`src/rtl/dac_tx_pkg.sv`:
```
// Shared types and helpers for the DAC DDR transmit path: FSM encoding,
// midscale level and offset-binary conversion.
package dac_tx_pkg;

  localparam int unsigned URUN_CNT_W = 16;
  localparam int unsigned MAX_DW     = 32;

  typedef enum logic [1:0] {
    ST_IDLE   = 2'd0,
    ST_WARMUP = 2'd1,
    ST_RUN    = 2'd2,
    ST_MUTE   = 2'd3
  } dac_state_e;

  // Midscale code (1 << (dw-1)), returned in the widest supported width.
  function automatic logic [MAX_DW-1:0] midscale(input int unsigned dw);
    return MAX_DW'(1) << (dw - 1);
  endfunction

  // Two's complement to offset-binary is a flip of the sign bit.
  function automatic logic [MAX_DW-1:0] offset_bin(input logic [MAX_DW-1:0] x,
                                                   input int unsigned dw,
                                                   input logic twos);
    return twos ? (x ^ midscale(dw)) : x;
  endfunction

endpackage

```
`src/rtl/dac_oddr_lane.sv`:
```
// One DDR output bit, SAME_EDGE style: both inputs captured on the rising
// edge; D1 drives the high phase, D2 the low phase (CE=1, no set/reset).
module dac_oddr_lane (
  input  logic i_clk,
  input  logic i_d1,
  input  logic i_d2,
  output logic o_q
);

  logic r_q1;
  logic r_q2;

  always_ff @(posedge i_clk) begin
    r_q1 <= i_d1;
    r_q2 <= i_d2;
  end

  assign o_q = i_clk ? r_q1 : r_q2;

endmodule

```
`src/rtl/dac_ddr_tx.sv`:
```
// Multi-channel DAC DDR output driver with startup/mute FSM and midscale idle.
// Define DAC_TX_UNDERRUN_CNT_EN to build the underrun pulse and counter.
module dac_ddr_tx
  import dac_tx_pkg::*;
#(
  parameter int unsigned NCH       = 2,
  parameter int unsigned DW        = 14,
  parameter int unsigned DDR_MODE  = 0,
  parameter int unsigned TWOS_COMP = 1,
  parameter int unsigned WARM_CYC  = 16
) (
  input  logic                                  sys_clk,
  input  logic                                  rst,
  input  logic                                  enable,
  input  logic                                  mute,
  input  logic                                  in_valid,
  output logic                                  in_ready,
  input  logic [NCH*((DDR_MODE != 0) ? 2 : 1)*DW-1:0] in_data,
  output logic [1:0]                            state_o,
  output logic                                  underrun,
  output logic [URUN_CNT_W-1:0]                 underrun_cnt,
  output logic [NCH-1:0]                        da_clk,
  output logic [NCH-1:0]                        da_wrt,
  output logic [NCH*DW-1:0]                     da_data
);

  localparam int unsigned SPC    = (DDR_MODE != 0) ? 2 : 1;
  localparam int unsigned NSLOT  = NCH * SPC;
  localparam int unsigned SW     = NSLOT * DW;
  localparam int unsigned WARM_W = 16;
  localparam logic [DW-1:0]     MID       = DW'(midscale(DW));
  localparam logic [WARM_W-1:0] WARM_LAST = WARM_W'(WARM_CYC - 1);
  localparam logic              WARM_SKIP = (WARM_CYC == 0);
  localparam logic              TWOS      = (TWOS_COMP != 0);

  dac_state_e        r_state;
  dac_state_e        w_next;
  logic              r_in_ready;
  logic [WARM_W-1:0] r_warm_cnt;
  logic [SW-1:0]     r_stage;
  logic [SW-1:0]     w_conv;
  logic              w_warm_done;
  logic              w_strb_d2;

  // Disable wins over everything, including warmup completion and mute.
  function automatic dac_state_e f_next(input dac_state_e s, input logic en,
                                        input logic mt, input logic done);
    dac_state_e n;
    n = s;
    if (!en) begin
      n = ST_IDLE;
    end else begin
      unique case (s)
        ST_IDLE:   n = WARM_SKIP ? ST_RUN : ST_WARMUP;
        ST_WARMUP: if (done) n = mt ? ST_MUTE : ST_RUN;
        ST_RUN:    if (mt) n = ST_MUTE;
        ST_MUTE:   if (!mt) n = ST_RUN;
      endcase
    end
    return n;
  endfunction

  assign w_warm_done = (r_warm_cnt == WARM_LAST);
  assign w_next      = f_next(r_state, enable, mute, w_warm_done);

  for (genvar k = 0; k < NSLOT; k++) begin : g_conv
    assign w_conv[k*DW +: DW] = DW'(offset_bin(MAX_DW'(in_data[k*DW +: DW]), DW, TWOS));
  end

  // State, ready, warmup counter and the sample stage that feeds the data cells.
  always_ff @(posedge sys_clk) begin
    if (rst) begin
      r_state    <= ST_IDLE;
      r_in_ready <= 1'b0;
      r_warm_cnt <= '0;
      r_stage    <= {NSLOT{MID}};
    end else begin
      r_state    <= w_next;
      r_in_ready <= (w_next == ST_RUN);
      r_warm_cnt <= (r_state == ST_WARMUP) ? r_warm_cnt + WARM_W'(1) : '0;
      if (r_state != ST_RUN) begin
        r_stage <= {NSLOT{MID}};
      end else if (in_valid) begin
        r_stage <= w_conv;
      end
    end
  end

  assign in_ready = r_in_ready;
  assign state_o  = r_state;

`ifdef DAC_TX_UNDERRUN_CNT_EN
  logic                  r_underrun;
  logic [URUN_CNT_W-1:0] r_urun_cnt;

  // A RUN cycle with no sample offered is an underrun; the count saturates.
  always_ff @(posedge sys_clk) begin
    if (rst) begin
      r_underrun <= 1'b0;
      r_urun_cnt <= '0;
    end else begin
      r_underrun <= (r_state == ST_RUN) && !in_valid;
      if ((r_state == ST_RUN) && !in_valid && (r_urun_cnt != '1)) begin
        r_urun_cnt <= r_urun_cnt + URUN_CNT_W'(1);
      end
    end
  end

  assign underrun     = r_underrun;
  assign underrun_cnt = r_urun_cnt;
`else
  assign underrun     = 1'b0;
  assign underrun_cnt = '0;
`endif

  // Strobes rest low in IDLE and run as a half-cycle-late clock elsewhere.
  assign w_strb_d2 = (r_state != ST_IDLE);

  for (genvar c = 0; c < NCH; c++) begin : g_ch
    dac_oddr_lane u_clk (
      .i_clk (sys_clk),
      .i_d1  (1'b0),
      .i_d2  (w_strb_d2),
      .o_q   (da_clk[c])
    );
    dac_oddr_lane u_wrt (
      .i_clk (sys_clk),
      .i_d1  (1'b0),
      .i_d2  (w_strb_d2),
      .o_q   (da_wrt[c])
    );
    for (genvar b = 0; b < DW; b++) begin : g_bit
      dac_oddr_lane u_dat (
        .i_clk (sys_clk),
        .i_d1  (r_stage[(c*SPC)*DW + b]),
        .i_d2  (r_stage[(c*SPC + SPC - 1)*DW + b]),
        .o_q   (da_data[c*DW + b])
      );
    end
  end

endmodule

```
`config.mk`:
```
export PLATFORM = sky130hd
export DESIGN_NAME = dac_ddr_tx
export DESIGN_NICKNAME = d
export VERILOG_FILES = /design/src/rtl/dac_tx_pkg.sv /design/src/rtl/dac_oddr_lane.sv /design/src/rtl/dac_ddr_tx.sv
export SDC_FILE = /design/constraint.sdc
export NUM_CORES = 1
export LEC_CHECK = 0
export BUFFER_PORTS_ARGS = -buffer_cell sky130_fd_sc_hd__buf_2
export CAP_MARGIN = 0
export CORE_MARGIN = 4
export CORE_UTILIZATION = 35
export CTS_CLUSTER_DIAMETER = 50
export DETAILED_ROUTE_END_ITERATION = 7
export PLACE_DENSITY = 0.56
export SLEW_MARGIN = 20
export SYNTH_ARGS = -nofsm -noshare
export SYNTH_HDL_FRONTEND = slang
export SYNTH_SLANG_ARGS = --single-unit
```
`constraint.sdc`:
```
create_clock -name sys_clk -period 1.31 [get_ports sys_clk]
set_input_delay 0.0655 -clock sys_clk [delete_from_list [all_inputs] [get_ports sys_clk]]
set_output_delay 0.0655 -clock sys_clk [all_outputs]
set_load 0.02 [all_outputs]
```
==> key figures, run 1 <==
Worst setup path
  • Largest fanout on the critical path: 5
  • Worst Path Arrival: approximately 1700 ps
  • Worst-path cell chain: ha_4 > nand3_4 > buf_4 > or3_1 > a21oi_1
  • Critical Path Start: r_warm_cnt[0]$_SDFF_PP0_
  • FF-to-FF setup slack: -50 ps
  • Crit path launch type: flip-flop
  • R2r startpoint: r_warm_cnt[0]$_SDFF_PP0_
  • CP max-delay cell: dfxtp_4
  • Max incr delay on CP: 370 ps
  • Worst setup EP type: flip-flop
  • Critical path class: flip-flop to flip-flop
  • CP required: 1690 ps

STA
  • RSZ-0062 raised after global routing: true
  • Min cycle time layout: 1360 ps
  • Fin Clk Skew: 3.88 ps
  • Final worst setup slack: -51.9 ps
  • Period utilization: 104%
  • Fin Hold WS: approximately 22 ps
  • Slew Viols, Final: 0
  • Setup_tns: -99.0 ps
  • Fmax: 734 MHz
  • Final setup fails: 3
  • Hold Violations, Final: 0

Layout
  • Nets: between 400 and 500
  • Commonest non-fill, non-tap cell in the layout: dfxtp_1
  • Antenna diodes: 0
  • Commonest non-fill, non-tap cells in the layout: dfxtp_1 (66), buf_2 (63), nor2_1 (31), dlygate4sd3_1 (31), buf_4 (30)
  • Area grow syn2layout: 40.5%
  • Ratio of cells with drive above 1 in the final layout: 39.4%

Route
  • Routed len/inst: 12.0 µm
  • First DRT Iteration DRCs: 69
  • Vias per inst: 4.42
  • Via count: ~2.1k
  • Detailed-route DRC error count: 0
  • 1st-pass router iterations: 4
  • Routed WL: around 5800 µm
  • ANT nets after route: 0

Placement
  • Final Wtd Congestion: 0.776
  • # port buffers: 67
  • DP Wirelength: approximately 3700 µm

Yosys
  • Syn_area_per_cell: 10.4 µm²
  • Top FF cell, synth: dfxtp_1
  • Yosys warns: 0
  • Netlist cell types: 35
  • Flops & latches, synth: 76
  • Mapped Area: 2850 µm²
  • Synth async-reset ratio: 0%
  • Post-synth EDFFs: 0
  • Gate Count Post-Synth: 275
  • Seq/Total Area, Yosys: a little over half

Power
  • Power, Total: 4.99 mW
  • Pwr Density: 1250 nW/µm²
  • Peak VDD IR: 0.000726 V
  • Leakage power: roughly 1.8 nW

Run status
  • Failing checks: setup timing
  • Status: finished with violations

Hold path
  • Worst hold start: rst
  • HP Class: input port to flip-flop

Die
  • Die W: 98.2 µm
  • Core Footprint: 7810 µm²
  • DIE AREA: 9650 µm²
  • Initial Util: 36.5%
  • # rows: 32
  • Top Ports: 85
  • Die H: 98.2 µm

Global route
  • Global-route wire length before repair: 9310 µm
  • Initial antenna violation count: 0
  • Largest net degree at the start of global routing: 31
  • Total grt overflow: 0
  • Gr usage total: 12.3%
  • Vias in the first global route: roughly 2.1k

Clock network
  • CTS tree: yes
  • Clock Latency Late Sink: 450 ps
  • Reg clk slew, reported paths: 80 ps

Flow run
  • Max cap viols: 0
[through the flow]
stage | util [%] | cell area (µm²) | setup slack, ps | instances
global placement | 41.3 | 3220 | -141 | 430
detailed placement | 41.3 | 3220 | -158 | 430
floorplan | - | 2950 | -30.1 | 291
finish | 51.3 | 4010 | -51.9 | 485
global route | 51.3 | 4010 | -110 | 485
CTS | 50.1 | 3920 | -29.0 | 483
[per-layer routing]
metal	track usage [%]	wire length, µm
met5	0	0
met4	9.03	138
met3	5.21	423
met2	19.6	2850
met1	13.1	2400
[power breakdown]
group,leakage [nW],total [mW],internal [mW],switching (mW)
logic,0.983,0.270,0.145,0.125
registers,0.619,2.31,2.30,0.00359
clock network,0.169,2.41,1.39,1.03
total,1.77,4.99,3.84,1.15
[cell type report]
type                    instances  area, µm²
clock buffers                  18        238
repair buffers                126        891
multi-input cells             151       1080
well taps                     102        128
clock inverters                 6       95.1
inverters                       6       22.5
flip-flops and latches         76       1550
fillers                       738       3800
[registers in the layout, indices dropped and copies added (netlist names)]
signal,count
g_ch.g_bit.u_dat.r_q2,28
r_stage,28
r_warm_cnt,16
state_o,2
g_ch.u_wrt.r_q2,1
in_ready,1
[critical path, delay by kind of cell (launching register included)]
family | cells | cell delay [ps]
AO/OA/AOI/OAI | 1 | 130
AND/OR/NAND/NOR | 2 | 470
adder cells (fa/ha/maj) | 1 | 160
flip-flops | 1 | 370
buffers and inverters | 1 | 170
[synth_stat cells, types with 4 or more instances]
cell	n	area share, %
nand4_1	5	1.1
nand2_1	8	1.1
dfxtp_1	76	53
a21oi_1	9	1.6
nor4_1	7	1.5
nand2b_1	6	1.3
mux2i_1	29	10
o21ai_0	6	1.1
inv_1	6	0.79
nand3_1	6	1.1
nor2_1	31	4.1
buf_4	50	13
or3_1	4	0.88
[logic make-up (layout without fill, tap and decap cells)]
kind of cell | after synthesis | count (layout) | synth area share [%]
simple gates | 78 | 79 | 14.3
flops | 76 | 76 | 53.4
buf+inv | 65 | 156 | 15.8
mux | 29 | 29 | 10.2
compound gates | 22 | 22 | 4.87
xor+xnor | 3 | 3 | 0.922
fa+ha+maj | 1 | 1 | 0.439
other cells | 1 | 17 | 0.132
[timing repair]
item | in CTS | in global routing
cloned | 0 | 1
pin swaps | 10 | 2
endpoints found under the setup margin | 16 | 39
hold buffers | 31 | 0
buffers inserted | 2 | 1
hold endpoints to repair | 31 | 0
resized for setup | 22 | 16
[worst paths after layout]
| kind | endpoint | depth (start not counted) |
|---|---|---|
| max | r_warm_cnt[6]$_SDFF_PP0_ | 5 |
| min reg2reg | g_ch[1].g_bit[13].u_dat.r_q2$_DFF_P_ | 0 |
| min | r_warm_cnt[9]$_SDFF_PP0_ | 3 |
| max reg2reg | r_warm_cnt[6]$_SDFF_PP0_ | 5 |
Note: power is estimated with default switching activity, not from simulation.
==> inputs of run 2 (changes only) <==
- ABC_AREA: unset -> 1
- CTS_CLUSTER_SIZE: unset -> 12
- SETUP_SLACK_MARGIN: unset -> 0.2
==> run 2 against run 1 <==
Against the previous run:
- the flow still finishes with violations (setup timing)
- non-clock buffer count fell by 10
- combinational power rose by 3%
- clock-buffer cell count rose by 6
- worst hold slack got worse by 14 ps
- critical path depth rose by 5
- clock power rose by 24%
- global-route usage rose by 1.0 points
- clock skew rose by 5.5 ps
- power rose by 12%
- die area rose by 0.29%
- wire length rose by 14%
- via count rose by 11%
- critical path type is now clock port to primary output
- critical endpoint is now da_clk[1]
==> key figures, run 2 <==
Run status
  • Status: finished with violations (unchanged)
  • Failing checks: setup timing (unchanged)

Worst setup path
  • CP required: 1240 ps (was 1690 ps)
  • Worst setup EP type: primary output (was flip-flop)
  • Critical path class: clock port to primary output (was flip-flop to flip-flop)
  • Worst Path Arrival: 1700 ps (was 1740 ps)
  • Largest fanout on the critical path: 2 (was 5)
  • Crit path launch type: clock port (was flip-flop)

Yosys
  • Post-synth EDFFs: 0 (unchanged)
  • Flops & latches, synth: 76 (unchanged)
  • Netlist cell types: 25 (was 35)
  • Synth async-reset ratio: 0% (unchanged)
  • Top FF cell, synth: dfxtp_1 (unchanged)
  • Gate Count Post-Synth: 346 (was 275)
  • Synth area leaders: dfxtp_1 (53%), buf_4 (13%), nand2_1 (12%) (was dfxtp_1 (53%), buf_4 (13%), mux2i_1 (10%))
  • Area leader, netlist: dfxtp_1 (unchanged)
  • Seq/Total Area, Yosys: 53.2% (was 53.4%)
  • Syn_area_per_cell: 8.26 µm² (was 10.4 µm²)
  • Most numerous cell in the Yosys netlist: nand2_1 (was dfxtp_1)
  • Top-area cell type share of the netlist area: 53.2% (was 53.4%)
  • Mapped Area: 2860 µm² (was 2850 µm²)
  • Yosys warns: 0 (unchanged)
  • Most frequent cells after synthesis: nand2_1 (88), dfxtp_1 (76), buf_4 (49) (was dfxtp_1 (76), buf_4 (50), nor2_1 (31))

Power
  • Clock Power Share: 53.7% (was 48.4%)
  • Pint: 4.26 mW (was 3.84 mW)
  • Pwr Density: 1330 nW/µm² (was 1250 nW/µm²)
  • Logic gate share of total power: 5.0% (was 5.4%)
  • Switching Power: 1.31 mW (was 1.15 mW)
  • Leakage power: 1.80 nW (was 1.77 nW)
  • Switching part of the total: 23.5% (was 23.1%)
  • Peak VDD IR: 0.000657 V (was 0.000726 V)
  • Sequential share of power: 41.3% (was 46.2%)

Die
  • DIE AREA: 9680 µm² (was 9650 µm²)
  • Top Ports: 85 (unchanged)
  • Initial Util: 36.4% (was 36.5%)
  • Die H: 98.4 µm (was 98.2 µm)
  • Core Footprint: 7850 µm² (was 7810 µm²)
  • # rows: 32 (unchanged)
  • Die W: 98.4 µm (was 98.2 µm)

Clock network
  • Reg clk slew, reported paths: 80 ps (about the same)
  • CTS tree: yes (unchanged)
  • Clock Latency Late Sink: 440 ps (was 450 ps)

Layout
  • Nets: 480 (was 412)
  • Antenna diodes: 0 (unchanged)
  • Commonest non-fill, non-tap cells in the layout: nand2_1 (80), buf_2 (62), dfxtp_1 (60) (was dfxtp_1 (66), buf_2 (63), nor2_1 (31), dlygate4sd3_1 (31), buf_4 (30))
  • Biggest regs: g_ch.g_bit.u_dat.r_q2 x28, r_stage x28, r_warm_cnt x16 (unchanged)
  • Area grow syn2layout: 46.5% (was 40.5%)
  • Final Util: 53.4% (was 51.3%)
  • Ratio of cells with drive above 1 in the final layout: 40.6% (was 39.4%)
  • Commonest non-fill, non-tap cell in the layout: nand2_1 (was dfxtp_1)
  • Cell area after layout: 4190 µm² (was 4010 µm²)

STA
  • RSZ-0062 raised after global routing: true (unchanged)
  • Hold Violations, Final: 0 (unchanged)
  • Final worst setup slack: -456 ps (was -51.9 ps)
  • Slew Viols, Final: 0 (unchanged)
  • Final setup fails: 4 (was 3)
  • Fin Clk Skew: 9.41 ps (was 3.88 ps)

Placement
  • DP Wirelength: 3930 µm (was 3730 µm)
  • Placement-stage cell area: 3010 µm² (was 3220 µm²)
  • # port buffers: 67 (unchanged)
  • Final Wtd Congestion: 0.822 (was 0.776)

Global route
  • Global-route wire length before repair: 9960 µm (was 9310 µm)
  • Gr usage total: 13.4% (was 12.3%)
  • Initial antenna violation count: 0 (unchanged)
  • Largest net degree at the start of global routing: 27 (was 31)
  • Total grt overflow: 0 (unchanged)
  • Vias in the first global route: 2,224 (was 2,129)

Route
  • Via count: 2,380 (was 2,144)
  • ANT nets after route: 0 (unchanged)
  • Vias per inst: 4.30 (was 4.42)
  • 1st-pass router iterations: 4 (unchanged)
  • First DRT Iteration DRCs: 61 (was 69)
  • Routed len/inst: 12.0 µm (about the same)
  • Routed WL: 6640 µm (was 5820 µm)
  • Detailed-route DRC error count: 0 (unchanged)

Hold path
  • HP Class: input port to flip-flop (unchanged)

Flow run
  • Max cap viols: 0 (unchanged)
-- run 2: cell count changes after synthesis, moves of 6 or more --
cell / previous run / this run
inv_1: 6 / 24
nor4_1: 7 / 0
a21oi_1: 9 / 36
nand2_1: 8 / 88
mux2i_1: 29 / 0
nand2b_1: 6 / 0
-- run 2: cell families after synthesis --
kind of cell,after synthesis,synth area share (%)
adders and majority gates,1,0.438
AOI/OAI and AO/OA,41,7.48
and+or+nand+nor,141,20.5
xor gates and xnor gates,1,0.306
buffers and inverters,85,17.9
DFF,76,53.2
other,1,0.131
-- run 2: worst paths after layout --
kind	start	endpoint	slack, ps	cells after the start
setup / recovery	sys_clk	da_clk[1]	-460	10
hold / removal	in_valid	r_stage[10]$_SDFFE_PP0P_	7	3
setup reg to reg	r_warm_cnt[0]$_SDFF_PP0_	r_warm_cnt[8]$_SDFF_PP0_	90	6
hold reg to reg	r_stage[8]$_SDFFE_PP0P_	g_ch[0].g_bit[8].u_dat.r_q2$_DFF_P_	350	0
-- run 2: power groups by stage --
| stage | registers [mW] | logic (mW) | clock network (mW) |
|---|---|---|---|
| 4_1_cts | 2.31 | 0.263 | 2.93 |
| 3_5_place_dp | 2.37 | 0.173 | 0.0859 |
| 6_report | 2.30 | 0.277 | 2.99 |
| 3_3_place_gp | 2.37 | 0.173 | 0.0859 |
| 5_1_grt | 2.30 | 0.302 | 3.20 |
| 2_1_floorplan | 2.37 | 0.139 | 0.108 |
-- run 2: area by class of cell --
class / instances / area (µm²)
clock buffers: 24 / 332
clock inverters: 6 / 95.1
fillers: 748 / 3660
inverters: 27 / 119
multi-input cells: 201 / 1100
flip-flops and latches: 76 / 1560
well taps: 102 / 128
repair buffers: 116 / 840
repair inverters: 1 / 6.26
-- run 2: routing by layer --
metal	track usage (%)	vias to the layer above	routed length (µm)
li1	-	1209	-
met1	15.8	1071	2900
met2	19.2	82	3170
met3	5.00	18	431
met4	10.7	0	133
met5	0	-	0
-- run 2: metrics by stage --
stage,hold WS (ps),setup TNS [ps],cells,power (mW),setup slack [ps]
floorplan,181,0,362,2.62,202
global placement,252,0,477,2.63,130
detailed placement,252,0,477,2.63,105
CTS,-18.8,-2310,542,5.50,-582
global route,17.5,-1990,553,5.81,-502
finish,7.19,-1810,553,5.57,-456
-- run 2: worst max-delay path: stages --
cell	delay (ps)
buf_8	100
buf_8	110
buf_8	110
buf_8	110
buf_8	110
buf_8	110
nor2_4	100
buf_8	110
buf_8	90
buf_6	110
-- run 2: repair_timing --
item                       4_1_cts  5_1_grt
hold buffers                    38        0
hold endpoints to repair        31        0
setup buffers                    1       11
setup endpoints to repair       45       24
resized for setup               32       83
gates cloned                     0        1
pin swaps                        4       21
==> inputs of run 3 (changes only) <==
- CTS_BUF_LIST: unset -> sky130_fd_sc_hd__clkbuf_8
- CTS_CLUSTER_DIAMETER: 50 -> 30
- HOLD_SLACK_MARGIN: unset -> 0.15
==> run 3 against run 2 <==
Against the previous run:
- the flow still finishes with violations (setup timing)
- register-to-register slack is essentially flat
- critical path type unchanged
- via count is essentially flat
- worst hold slack gained 200 ps
- sequential share of layout area shrank 0.12 points
- final cell count grew 0.72%
- flip-flop and latch count is the same
- clock power is essentially flat
- non-clock buffer count grew 4
- final area grew 0.15%
- clock skew is essentially flat
- core utilization grew 0.080 points
- die area is the same
==> key figures, run 3 (synthesis results as in run 2) <==
STA
  • RSZ-0062 raised after global routing: true (unchanged)
  • Setup_tns: -1800 ps (was -1810 ps)
  • Fin Hold WS: 209 ps (was 7.19 ps)
  • Slew Viols, Final: 0 (unchanged)
  • Hold Violations, Final: 0 (unchanged)
  • Fin Clk Skew: 9.12 ps (was 9.41 ps)
  • Final worst setup slack: -452 ps (was -456 ps)
  • Final setup fails: 4 (unchanged)

Placement
  • Placement-stage cell area: 3010 µm² (unchanged)
  • # port buffers: 67 (unchanged)
  • DP Wirelength: 3930 µm (unchanged)
  • Final Wtd Congestion: 0.822 (unchanged)

Layout
  • Antenna diodes: 0 (unchanged)
  • Cell area after layout: 4190 µm² (about the same)
  • Biggest regs: g_ch.g_bit.u_dat.r_q2 x28, r_stage x28, r_warm_cnt x16 (unchanged)
  • Ratio of cells with drive above 1 in the final layout: 38.2% (was 40.6%)
  • Nets: 484 (was 480)
  • Area grow syn2layout: 46.7% (was 46.5%)
  • Commonest non-fill, non-tap cell in the layout: nand2_1 (unchanged)
  • Commonest non-fill, non-tap cells in the layout: nand2_1 (81), buf_2 (61), dfxtp_1 (60) (was nand2_1 (80), buf_2 (62), dfxtp_1 (60))

Power
  • Pwr Density: 1330 nW/µm² (about the same)
  • Sequential share of power: 41.3% (about the same)
  • Clock Power Share: 53.6% (was 53.7%)
  • Leakage power: 1.81 nW (was 1.80 nW)
  • Peak VDD IR: 0.000703 V (was 0.000657 V)
  • Switching Power: 1.31 mW (about the same)
  • Switching part of the total: 23.4% (was 23.5%)
  • Pint: 4.27 mW (was 4.26 mW)
  • Logic gate share of total power: 5.1% (was 5.0%)

Die
  • Die H: 98.4 µm (unchanged)
  • Die W: 98.4 µm (unchanged)
  • Top Ports: 85 (unchanged)
  • Core Footprint: 7850 µm² (unchanged)
  • DIE AREA: 9680 µm² (unchanged)
  • Initial Util: 36.4% (unchanged)
  • # rows: 32 (unchanged)

Worst setup path
  • Worst Path Arrival: 1700 ps (about the same)
  • Crit path launch type: clock port (unchanged)
  • Largest fanout on the critical path: 2 (unchanged)
  • Critical path class: clock port to primary output (unchanged)
  • Worst setup EP type: primary output (unchanged)
  • CP required: 1240 ps (about the same)

Global route
  • Global-route wire length before repair: 10,100 µm (was 9960 µm)
  • Gr usage total: 13.5% (was 13.4%)
  • Vias in the first global route: 2,253 (was 2,224)
  • Initial antenna violation count: 0 (unchanged)
  • Largest net degree at the start of global routing: 27 (unchanged)
  • Total grt overflow: 0 (unchanged)

Route
  • Vias per inst: 4.27 (was 4.30)
  • Routed len/inst: 11.9 µm (was 12.0 µm)
  • Via count: 2,379 (was 2,380)
  • Detailed-route DRC error count: 0 (unchanged)
  • 1st-pass router iterations: 4 (unchanged)
  • Routed WL: 6620 µm (was 6640 µm)
  • First DRT Iteration DRCs: 108 (was 61)
  • ANT nets after route: 0 (unchanged)

Clock network
  • Reg clk slew, reported paths: 90 ps (was 80 ps)
  • Clock Latency Late Sink: 440 ps (about the same)
  • CTS tree: yes (unchanged)

Run status
  • Status: finished with violations (unchanged)
  • Failing checks: setup timing (unchanged)

Flow run
  • Max cap viols: 0 (unchanged)

Hold path
  • HP Class: input port to flip-flop (unchanged)
## run 3: cell types whose count changed in the layout (fill, tap and decap cells not counted), sizes merged
cell and change:
buf -1, dlygate4sd3 +5
## run 3: path summary, 6_finish.rpt
check,start,to,slack (ps),cells past startpoint
worst min-delay path,in_valid,r_stage[1]$_SDFFE_PP0P_,210,4
worst max-delay path,sys_clk,da_clk[1],-450,10
worst min register to register,r_stage[8]$_SDFFE_PP0P_,g_ch[0].g_bit[8].u_dat.r_q2$_DFF_P_,350,0
worst max register to register,r_warm_cnt[0]$_SDFF_PP0_,r_warm_cnt[8]$_SDFF_PP0_,90,6
## run 3: worst max-delay path: stages
cell,delay [ps]
buf_8,100
buf_8,110
buf_8,110
buf_8,110
buf_8,110
buf_8,110
nor2_4,100
buf_8,110
buf_8,90
buf_6,110
## run 3: area by class of cell
cell class	count	area, µm²
clock inverter	6	95.1
sequential	76	1560
clock buffer	24	332
timing repair inverter	1	6.26
fill	748	3650
tap	102	128
timing repair buffer	120	880
inverter	27	119
multi-input combinational	201	1070
## run 3: metal layers
layer | GRT usage [%] | part of all wire, % | vias to the layer above
met3 | 5.00 | 6.7 | 17
met1 | 15.8 | 45 | 1072
met5 | 0 | 0 | -
li1 | - | - | 1217
met4 | 10.7 | 1.7 | 0
met2 | 19.6 | 47 | 73
## run 3: metrics by stage
step | power, mW | cells | util [%] | setup WS [ps]
after floorplan | 2.62 | 362 | - | 202
after global placement | 2.63 | 477 | 38.3 | 130
after detailed placement | 2.63 | 477 | 38.3 | 105
after CTS | 5.51 | 547 | 50.0 | -582
after global routing | 5.81 | 557 | 53.4 | -503
final | 5.58 | 557 | 53.4 | -452
## run 3: power by group through the flow
stage | combinational [mW] | sequential, mW | clock [mW]
floorplan | 0.139 | 2.37 | 0.108
global placement | 0.173 | 2.37 | 0.0859
detailed placement | 0.173 | 2.37 | 0.0859
CTS | 0.274 | 2.31 | 2.93
global route | 0.314 | 2.30 | 3.19
finish | 0.287 | 2.30 | 2.99
## run 3: timing repair
item	CTS	global route
endpoints found under the setup margin	45	26
hold buffers	43	2
hold endpoints to repair	37	31
gates cloned	0	1
resized for setup	32	76
pin swaps	4	21
buffers inserted	1	10
